$ cat src/rtl/cache_pkg.sv
// -----------------------------------------------------------------------------
// cache_pkg
// Shared definitions for the fully-associative cache tag controller:
//   - geometry localparams (address width, way index width, line offset width)
//   - tag-width helper function and derived TAG_WID / NUM_WAYS
//   - controller state enum (IDLE, LOOKUP, REFILL, RESP)
//   - response struct (hit flag + way index)
// -----------------------------------------------------------------------------
package cache_pkg;

   localparam int unsigned WORD_WID   = 64;
   localparam int unsigned IDX_WID    = 3;
   localparam int unsigned OFFSET_WID = 6;
   localparam int unsigned NUM_WAYS   = 1 << IDX_WID;

   // Tag bits are whatever is left of the address above the line offset.
   function automatic int unsigned tag_width(input int unsigned word_w,
                                             input int unsigned off_w);
      return word_w - off_w;
   endfunction

   localparam int unsigned TAG_WID = tag_width(WORD_WID, OFFSET_WID);

   typedef enum logic [1:0] {
      ST_IDLE   = 2'd0,
      ST_LOOKUP = 2'd1,
      ST_REFILL = 2'd2,
      ST_RESP   = 2'd3
   } state_e;

   typedef struct packed {
      logic               hit;
      logic [IDX_WID-1:0] way;
   } resp_t;

endpackage

$ cat src/rtl/cache_tag_match.sv
// -----------------------------------------------------------------------------
// cache_tag_match
// Combinational tag match logic for the fully-associative tag store.
// Ports:
//   tags_i       - tag of every way
//   valid_i      - valid bit of every way
//   tag_i        - tag being looked up
//   hit_o        - some valid way holds tag_i
//   hit_idx_o    - index of the matching way (lowest index if several match)
//   any_inval_o  - at least one way is invalid
//   inval_idx_o  - lowest-numbered invalid way (0 when none)
// -----------------------------------------------------------------------------
module cache_tag_match
   import cache_pkg::*;
(
   input  logic [NUM_WAYS-1:0][TAG_WID-1:0] tags_i,
   input  logic [NUM_WAYS-1:0]              valid_i,
   input  logic [TAG_WID-1:0]               tag_i,
   output logic                             hit_o,
   output logic [IDX_WID-1:0]               hit_idx_o,
   output logic                             any_inval_o,
   output logic [IDX_WID-1:0]               inval_idx_o
);

   logic [NUM_WAYS-1:0] match_s;

   // Valid-qualified per-way tag comparators.
   always_comb begin
      match_s = '0;
      for (int w = 0; w < NUM_WAYS; w++) begin
         match_s[w] = valid_i[w] && (tags_i[w] == tag_i);
      end
   end

   // One-hot to index; scanning downwards lets the lowest match win.
   always_comb begin
      hit_idx_o = '0;
      for (int w = NUM_WAYS - 1; w >= 0; w--) begin
         if (match_s[w]) begin
            hit_idx_o = IDX_WID'(w);
         end else begin
            hit_idx_o = hit_idx_o;
         end
      end
   end

   assign hit_o = |match_s;

   // Lowest invalid way finder, same downward scan.
   always_comb begin
      inval_idx_o = '0;
      for (int w = NUM_WAYS - 1; w >= 0; w--) begin
         if (!valid_i[w]) begin
            inval_idx_o = IDX_WID'(w);
         end else begin
            inval_idx_o = inval_idx_o;
         end
      end
   end

   assign any_inval_o = ~&valid_i;

endmodule

$ cat src/rtl/cache_tag_ctrl.sv
// -----------------------------------------------------------------------------
// cache_tag_ctrl
// Fully-associative tag store and miss-handling controller. Accepts lookup and
// invalidate requests, compares against every way, drives the external LRU
// tracker, and sequences line refills over a req/ack handshake.
// Ports:
//   clk_i, rst_i            - clock, asynchronous active-high reset
//   req_valid_i/ready_o     - request handshake (ready only in IDLE)
//   req_inval_i, req_addr_i - request kind and address
//   resp_valid_o/hit_o/way_o- single-cycle response
//   refill_req_o/addr_o     - level refill request, line-aligned address
//   refill_ack_i            - refill complete (only honoured in REFILL)
//   lru_en_o/hit_o/valid_o/idx_o  - LRU update strobe
//   lru_inval_o/inval_idx_o - LRU invalidate strobe
//   lru_victim_i            - LRU victim way, sampled in the ack cycle
//   hit_cnt_o, miss_cnt_o   - statistics counters
// Configuration macro: CACHE_STATS_EN builds the saturating hit/miss counters;
// without it both counter outputs are tied to zero.
// LRU and response strobes are registered, so they all appear together in the
// single RESP cycle that follows LOOKUP or the refill ack.
// -----------------------------------------------------------------------------
module cache_tag_ctrl
   import cache_pkg::*;
(
   input  logic                clk_i,
   input  logic                rst_i,
   input  logic                req_valid_i,
   output logic                req_ready_o,
   input  logic                req_inval_i,
   input  logic [WORD_WID-1:0] req_addr_i,
   output logic                resp_valid_o,
   output logic                resp_hit_o,
   output logic [IDX_WID-1:0]  resp_way_o,
   output logic                refill_req_o,
   output logic [WORD_WID-1:0] refill_addr_o,
   input  logic                refill_ack_i,
   output logic                lru_en_o,
   output logic                lru_hit_o,
   output logic                lru_valid_o,
   output logic [IDX_WID-1:0]  lru_idx_o,
   output logic                lru_inval_o,
   output logic [IDX_WID-1:0]  lru_inval_idx_o,
   input  logic [IDX_WID-1:0]  lru_victim_i,
   output logic [31:0]         hit_cnt_o,
   output logic [31:0]         miss_cnt_o
);

   state_e                           state_q;
   logic [NUM_WAYS-1:0]              valid_q;
   logic [NUM_WAYS-1:0][TAG_WID-1:0] tags_q;
   logic [TAG_WID-1:0]               addr_tag_q;
   logic                             inval_q;
   logic                             refill_req_q;
   logic [WORD_WID-1:0]              refill_addr_q;
   logic                             resp_valid_q;
   resp_t                            resp_q;
   logic                             lru_en_q;
   logic                             lru_hit_q;
   logic                             lru_valid_q;
   logic [IDX_WID-1:0]               lru_idx_q;
   logic                             lru_inval_q;
   logic [IDX_WID-1:0]               lru_inval_idx_q;

   logic                             hit_s;
   logic [IDX_WID-1:0]               hit_idx_s;
   logic                             any_inval_s;
   logic [IDX_WID-1:0]               inval_idx_s;
   logic [IDX_WID-1:0]               fill_way_d;

   // The line offset never takes part in tag compare.
   logic                             unused_offset_s;
   assign unused_offset_s = ^req_addr_i[OFFSET_WID-1:0];

   cache_tag_match u_match (
      .tags_i      (tags_q),
      .valid_i     (valid_q),
      .tag_i       (addr_tag_q),
      .hit_o       (hit_s),
      .hit_idx_o   (hit_idx_s),
      .any_inval_o (any_inval_s),
      .inval_idx_o (inval_idx_s)
   );

   // Fill into an empty way first; only evict the LRU victim when full.
   always_comb begin
      if (any_inval_s) begin
         fill_way_d = inval_idx_s;
      end else begin
         fill_way_d = lru_victim_i;
      end
   end

   // Controller FSM with its registered outputs and the valid bits.
   always_ff @(posedge clk_i or posedge rst_i) begin
      if (rst_i) begin
         state_q         <= ST_IDLE;
         valid_q         <= '0;
         addr_tag_q      <= '0;
         inval_q         <= 1'b0;
         refill_req_q    <= 1'b0;
         refill_addr_q   <= '0;
         resp_valid_q    <= 1'b0;
         resp_q          <= '0;
         lru_en_q        <= 1'b0;
         lru_hit_q       <= 1'b0;
         lru_valid_q     <= 1'b0;
         lru_idx_q       <= '0;
         lru_inval_q     <= 1'b0;
         lru_inval_idx_q <= '0;
      end else begin
         // Strobes are single-cycle unless re-asserted below.
         resp_valid_q    <= 1'b0;
         lru_en_q        <= 1'b0;
         lru_hit_q       <= 1'b0;
         lru_valid_q     <= 1'b0;
         lru_idx_q       <= '0;
         lru_inval_q     <= 1'b0;
         lru_inval_idx_q <= '0;
         case (state_q)
            ST_IDLE: begin
               if (req_valid_i) begin
                  addr_tag_q <= req_addr_i[WORD_WID-1:OFFSET_WID];
                  inval_q    <= req_inval_i;
                  state_q    <= ST_LOOKUP;
               end else begin
                  state_q    <= ST_IDLE;
               end
            end
            ST_LOOKUP: begin
               if (inval_q) begin
                  if (hit_s) begin
                     valid_q[hit_idx_s] <= 1'b0;
                     lru_inval_q        <= 1'b1;
                     lru_inval_idx_q    <= hit_idx_s;
                     resp_q             <= '{hit: 1'b1, way: hit_idx_s};
                  end else begin
                     resp_q             <= '{hit: 1'b0, way: '0};
                  end
                  resp_valid_q <= 1'b1;
                  state_q      <= ST_RESP;
               end else if (hit_s) begin
                  lru_en_q     <= 1'b1;
                  lru_hit_q    <= 1'b1;
                  lru_valid_q  <= 1'b1;
                  lru_idx_q    <= hit_idx_s;
                  resp_q       <= '{hit: 1'b1, way: hit_idx_s};
                  resp_valid_q <= 1'b1;
                  state_q      <= ST_RESP;
               end else begin
                  refill_req_q  <= 1'b1;
                  refill_addr_q <= {addr_tag_q, {OFFSET_WID{1'b0}}};
                  state_q       <= ST_REFILL;
               end
            end
            ST_REFILL: begin
               if (refill_ack_i) begin
                  refill_req_q        <= 1'b0;
                  valid_q[fill_way_d] <= 1'b1;
                  lru_en_q            <= 1'b1;
                  lru_valid_q         <= 1'b1;
                  lru_idx_q           <= fill_way_d;
                  resp_q              <= '{hit: 1'b0, way: fill_way_d};
                  resp_valid_q        <= 1'b1;
                  state_q             <= ST_RESP;
               end else begin
                  state_q             <= ST_REFILL;
               end
            end
            ST_RESP: begin
               resp_q  <= '0;
               state_q <= ST_IDLE;
            end
            default: begin
               state_q <= ST_IDLE;
            end
         endcase
      end
   end

   // Tag array: contents survive reset, only the valid bits are cleared.
   always_ff @(posedge clk_i) begin
      if ((state_q == ST_REFILL) && refill_ack_i) begin
         tags_q[fill_way_d] <= addr_tag_q;
      end else begin
         tags_q <= tags_q;
      end
   end

`ifdef CACHE_STATS_EN
   logic [31:0] hit_cnt_q;
   logic [31:0] miss_cnt_q;

   // Saturating counters of lookup hits and misses; invalidates are skipped.
   always_ff @(posedge clk_i or posedge rst_i) begin
      if (rst_i) begin
         hit_cnt_q  <= 32'd0;
         miss_cnt_q <= 32'd0;
      end else if ((state_q == ST_LOOKUP) && !inval_q) begin
         if (hit_s) begin
            if (hit_cnt_q != 32'hFFFF_FFFF) begin
               hit_cnt_q <= hit_cnt_q + 32'd1;
            end
         end else begin
            if (miss_cnt_q != 32'hFFFF_FFFF) begin
               miss_cnt_q <= miss_cnt_q + 32'd1;
            end
         end
      end
   end

   assign hit_cnt_o  = hit_cnt_q;
   assign miss_cnt_o = miss_cnt_q;
`else
   assign hit_cnt_o  = 32'd0;
   assign miss_cnt_o = 32'd0;
`endif

   assign req_ready_o     = (state_q == ST_IDLE);
   assign resp_valid_o    = resp_valid_q;
   assign resp_hit_o      = resp_q.hit;
   assign resp_way_o      = resp_q.way;
   assign refill_req_o    = refill_req_q;
   assign refill_addr_o   = refill_addr_q;
   assign lru_en_o        = lru_en_q;
   assign lru_hit_o       = lru_hit_q;
   assign lru_valid_o     = lru_valid_q;
   assign lru_idx_o       = lru_idx_q;
   assign lru_inval_o     = lru_inval_q;
   assign lru_inval_idx_o = lru_inval_idx_q;

endmodule

$ cat config.mk
export PLATFORM = sky130hd
export DESIGN_NAME = cache_tag_ctrl
export DESIGN_NICKNAME = d
export VERILOG_FILES = /design/src/rtl/cache_pkg.sv /design/src/rtl/cache_tag_match.sv /design/src/rtl/cache_tag_ctrl.sv
export SDC_FILE = /design/constraint.sdc
export NUM_CORES = 1
export LEC_CHECK = 0
export BUFFER_PORTS_ARGS = -buffer_cell sky130_fd_sc_hd__buf_2
export CAP_MARGIN = 20
export CORE_MARGIN = 1.5
export CORE_UTILIZATION = 55
export CTS_BUF_LIST = sky130_fd_sc_hd__clkbuf_4 sky130_fd_sc_hd__clkbuf_8
export DETAILED_ROUTE_END_ITERATION = 12
export PLACE_DENSITY = 0.83
export SYNTH_ARGS = -nofsm -noshare
export SYNTH_HDL_FRONTEND = slang
export SYNTH_SLANG_ARGS = --single-unit
$ cat constraint.sdc
create_clock -name clk_i -period 4.7 [get_ports clk_i]
set_clock_uncertainty 0.05 [all_clocks]
set_input_delay 0.705 -clock clk_i [delete_from_list [all_inputs] [get_ports clk_i]]
set_output_delay 0.705 -clock clk_i [all_outputs]
set_load 0.02 [all_outputs]
# == Word-level counts from Yosys, hierarchy flattened ==
# Cells that the tools add are included.
# word_totals
register_bits,606
elab_cells,126
out_inout_bits,145
in_bits,72
# op_classes
n_reduce_logical,21
n_eq_ne,17
magnitude_cmp,4
n_mux,57
n_bitwise,5
# op_table
op,n
bitwise mux 464 bit,1
== test 58 bit,8
demux 58 bit (select 3 bit),1
2-to-1 mux 3 bit,22
2-to-1 mux 58 bit,1
2-to-1 mux 8 bit,3
2-to-1 mux 1 bit,16
2-to-1 mux 4 bit,4
case mux 8 bit (2 select lines),1
case mux 4 bit (3 select lines),1
logical AND 1 bit,11
"!= test 2 bit, second input constant",5
AND 8 bit,1
"less-than comparator 3 x 4 -> 1 bit, second input constant",2
inverter 8 bit,1
bitwise OR 8 bit,1
case mux 2 bit (4 select lines),1
AND reduction 4 bit,2
AND reduction 8 bit,1
OR reduction 8 bit,1
demux 1 bit (select 3 bit),2
">= comparator 3 x 1 -> 1 bit, second input constant",2
case mux 1 bit (2 select lines),3
case mux 3 bit (2 select lines),1
9 further kinds,12

# == Depth between registers and ports, before layout ==
# logic_depth
word_depth,19
depth_mapped,11
depth_no_buf,9

# == Modules after synthesis ==
# A second synthesis with hierarchy kept.
# hier_totals
cells_unflattened,1683
area_unflattened_um2,25878.6
# modules_own_cells
mod,seq_area_each_um2,cells_each,area_each_um2,instances
cache_tag_ctrl,17486.8,905,20111.8,1
cache_tag_match,0.0,778,5766.8,1

# == Worst setup path after synthesis ==
# Ideal clock, no wire load.
# synth_path
path_type,input to register
startpoint,input port lru_victim_i[0]
endpoint,"register tags_q[348] in the netlist's numbering, enable pin"
cell_stages,7
arrival_time_ns,3.767
slack_ns,0.408
required_ns,4.176
path_buffers,0
setup_time_ns,0.474
cell_sequence,o21ai_0 > a21boi_0 > o21ai_0 > nand2_1 > nand2_1 > nand2_1 > nor2_1
# synth_lines
element,line,rtl
from (decl),cache_tag_ctrl.sv:43,"input logic [IDX_WID-1:0] lru_victim_i,"
"to (signal, indexed assignment)",cache_tag_ctrl.sv:183,tags_q[fill_way_d] <= addr_tag_q;
to (signal assigned),cache_tag_ctrl.sv:185,tags_q <= tags_q;
to (decl),cache_tag_ctrl.sv:50,logic [NUM_WAYS-1:0][TAG_WID-1:0] tags_q;

# == Worst setup path in the final report ==
# layout_path
startpoint,register addr_tag_q[5]
endpoint,register refill_addr_q[59] (netlist: refill_addr_o[59])
# layout_via
elab_chain_cells,5
word_cells_on_any_way,19
cone_classes,eq/ne: 8; bitwise: 1; reduce/logical: 10
# layout_lines
element,line,rtl
from (decl),cache_tag_ctrl.sv:51,logic [TAG_WID-1:0] addr_tag_q;
from (signal assigned),cache_tag_ctrl.sv:122,addr_tag_q <= req_addr_i[WORD_WID-1:OFFSET_WID];
== test 58 bit,cache_tag_match.sv:31,match_s[w] = valid_i[w] && (tags_i[w] == tag_i);
logical AND 1 bit,cache_tag_match.sv:31,
OR reduction 8 bit (*),cache_tag_match.sv:47,assign hit_o = |match_s;
inverter 1 bit (no source line) (*),--,
AND reduction 3 bit (no source line) (*),--,
to (signal assigned),cache_tag_ctrl.sv:151,"refill_addr_q <= {addr_tag_q, {OFFSET_WID{1'b0}}};"
to (decl),cache_tag_ctrl.sv:54,logic [WORD_WID-1:0] refill_addr_q;
# Every way passes the cells marked *; elsewhere a longest branch is shown, timed or not.
# A chain may end at the register's enable or synchronous reset.

==> impl_metrics.ini <==
[finish]
fin_area_sq_mm = 0.0296
register_area_sq_mm = 0.0175
nets = 2055
area_growth_pct = 14.4
multi_input_area_sq_mm = 0.00765
nFillCells = 3268
drive_gt1_frac = 0.239

[timing]
hold_viol = 0
post-route-period-util = 0.854
setup_tns_ns = 0
rsz0062_at_grt = false
max_freq_mhz = 249
min_period_ns = 4.02
relSlewSlack = 0.251
slew_violations = 0
worstMarginPinSlew_ns = 1.12
final-setup-viol-count = 0

[worst_setup_path]
path_delay_family = simple AND/OR/NAND/NOR gates
worst_ep_required_time_ns = 5.20
arrival_ns = 4.51
critPathCaptureType = flip-flop
crit_top_cell = nand4_1
crit_type = reg2reg
slowest_stage = dfrtp_1
critical_path_buf_inv_count = 1
cp_slowest_stage_delay_ns = 1.08
reg2regPathDepth = 9
crit_fanout = 34
cp-start-kind = flip-flop
crit_chain = xnor2_1 -> nand4_1 -> nor4_1 -> nand4_1 -> o21ai_1 -> nor4_4 -> nand2_4 -> buf_12 -> mux2_2
worst-path-stages = 9

[global_route]
grt_first_pass_wirelength_mm = 95.0
grt_remaining_overflow = 0
grt_max_degree = 92
grt_pass1_vias = 15273
grt_usage = 0.272
antenna_found_initial = 0

[cts]
clock-sinks = 606
insertion_delay_ns = 0.69
cts_buffers = 97
post_cts_buffers = 0
cts-root-buf = clkbuf_8
htreeDepth = 3
cts_buffer_depth = 3
tritoncts = yes
postCtsResizedCells = 0
clkTransAtPathRegs_ns = 0.06
ctsHoldBuffers = 0

[pwr]
comb_power_share = 0.301
peakVddDrop_mv = 0.547
power.leakage_nw = 10.5
powerDensity_mw_per_mm2 = 681
p_seq_frac = 0.459
p_int_mw = 12.8
switchingPower_mw = 7.35
switching_share = 0.365
clock_power_share = 0.240

[detailed_routing]
drc = 0
ant_nets = 0
firstDrtPassIters = 6
dr_total_vias = 15366
drt_first_iter_violations = 1688
wl_per_cell_microns = 24.0
drt_wl_total_mm = 64.2
vias_per_cell = 5.75

[placed_design]
gp_congestion = 0.910
dpl-instance-area_sq_mm = 0.0275
post-dp-hpwl_mm = 42.0
io_buffers = 140

[die]
fp.dieH_microns = 220
dieArea_sq_mm = 0.0483
die_x_microns = 220
core_area_sq_mm = 0.0465
rows = 79
initial_core_util = 0.557
pin_count = 217

[logic_synthesis]
avgSynthCellArea_sq_um = 15.0
ys_types = 58
ys_ff_latch = 606
ys.warnings.count = 0
synth_seq_area_share = 0.676
synthCells = 1724
postSynth.asyncResetShare = 0.234
yosysMostFrequentCell = edfxtp_1
synth_flop_cell = edfxtp_1
syn-cell-area_sq_mm = 0.0259
synth_edf_count = 464
synth_area_leader_cell = edfxtp_1
netlist.area_leader.share = 0.539
synth_area_leaders = edfxtp_1 (54%), dfrtp_1 (14%), xnor2_1 (12%)
yosys-top-cells-count = edfxtp_1 (464), xnor2_1 (353), dfrtp_1 (142)

[flow_run]
cap_violations = 0

[run_status]
outcome = finished clean

[worst_hold_path]
hold_path.class = in2async
==> per-layer routing <==
| metal | wire, microns | part of all wire | track usage |
|---|---|---|---|
| met5 | 0 | 0 | 0 |
| met4 | 2400 | 0.037 | 0.116 |
| met3 | 6550 | 0.10 | 0.0526 |
| met2 | 30600 | 0.48 | 0.433 |
| met1 | 24600 | 0.38 | 0.366 |
==> registers in the layout, indices dropped and copies added, names as in the netlist, 2 cells and up <==
name and flops:
addr_tag_q 58, lru_idx_o 3, lru_inval_idx_o 3, refill_addr_o 58
resp_way_o 3, state_q 2, tags_q 464, valid_q 8
==> cell usage in the layout, fill, tap and decap left out, drive strengths merged, types with 3 or more instances in the layout <==
| cell | instances |
|---|---|
| a2111o | 6 |
| a2111oi | 4 |
| a21oi | 11 |
| a22oi | 4 |
| a31oi | 11 |
| buf | 230 |
| bufinv | 3 |
| clkbuf | 162 |
| clkinv | 12 |
| clkinvlp | 4 |
| conb | 70 |
| dfrtp | 142 |
| edfxtp | 464 |
| ha | 4 |
| inv | 42 |
| mux2 | 103 |
| nand2 | 37 |
| nand2b | 39 |
| nand3 | 20 |
| nand4 | 89 |
| nor2 | 42 |
| nor2b | 21 |
| nor3 | 11 |
| nor4 | 37 |
| o2111ai | 14 |
| o21ai | 24 |
| o221ai | 4 |
| o22ai | 10 |
| o31ai | 3 |
| xnor2 | 353 |
| xor2 | 58 |
==> path summary, 6_finish.rpt <==
check	to	slack (ns)	start
max	refill_addr_o[59]$_DFFE_PP0P_	0.68	addr_tag_q[5]$_DFFE_PP0P_
min	refill_addr_o[40]$_DFFE_PP0P_	0.13	rst_i
max reg2reg	refill_addr_o[59]$_DFFE_PP0P_	0.68	addr_tag_q[5]$_DFFE_PP0P_
min reg2reg	refill_addr_o[10]$_DFFE_PP0P_	0.43	refill_addr_o[10]$_DFFE_PP0P_
max in group asynchronous	addr_tag_q[23]$_DFFE_PP0P_	3.47	rst_i
min in group clk_i	addr_tag_q[26]$_DFFE_PP0P_	0.20	req_addr_i[32]
==> power by group through the flow <==
stage	clock (mW)	sequential, mW	combinational, mW
after floorplan	0	8.52	4.15
after global placement	0	9.28	5.78
after detailed placement	0	9.37	5.98
after CTS	4.88	9.27	6.04
after global routing	5.12	9.39	6.49
final	4.84	9.25	6.05
==> final cells by class <==
class	count	share of cell area
Sequential cell	606	0.591
Inverter	40	0.00524
Multi-Input combinational cell	1004	0.259
Clock buffer	162	0.0648
Antenna cell	1	0.0000846
Tap cell	607	0.0257
Clock inverter	21	0.00664
Timing Repair Buffer	230	0.0478
==> through the flow <==
stage	utilization	total power, mW	cells	setup slack [ns]	hold WS (ns)
floorplan	-	12.7	1793	0.135	0.476
global placement	0.591	15.1	2487	0.939	0.408
detailed placement	0.591	15.4	2487	0.869	0.420
CTS	0.637	20.2	2670	0.770	0.149
global route	0.637	21.0	2670	0.600	0.184
finish	0.637	20.1	2671	0.685	0.134
==> cell families after synthesis <==
group | count (synthesis) | share of synthesized area
AO/OA/AOI/OAI | 109 | 0.0308
XOR/XNOR | 411 | 0.139
adder cells (fa/ha/maj) | 4 | 0.00193
buffers and inverters | 183 | 0.0408
flip-flops | 606 | 0.676
multiplexers | 103 | 0.0448
other | 1 | 0.000145
AND/OR/NAND/NOR | 307 | 0.0664
No activity file was read; power rests on OpenSTA's default activity.
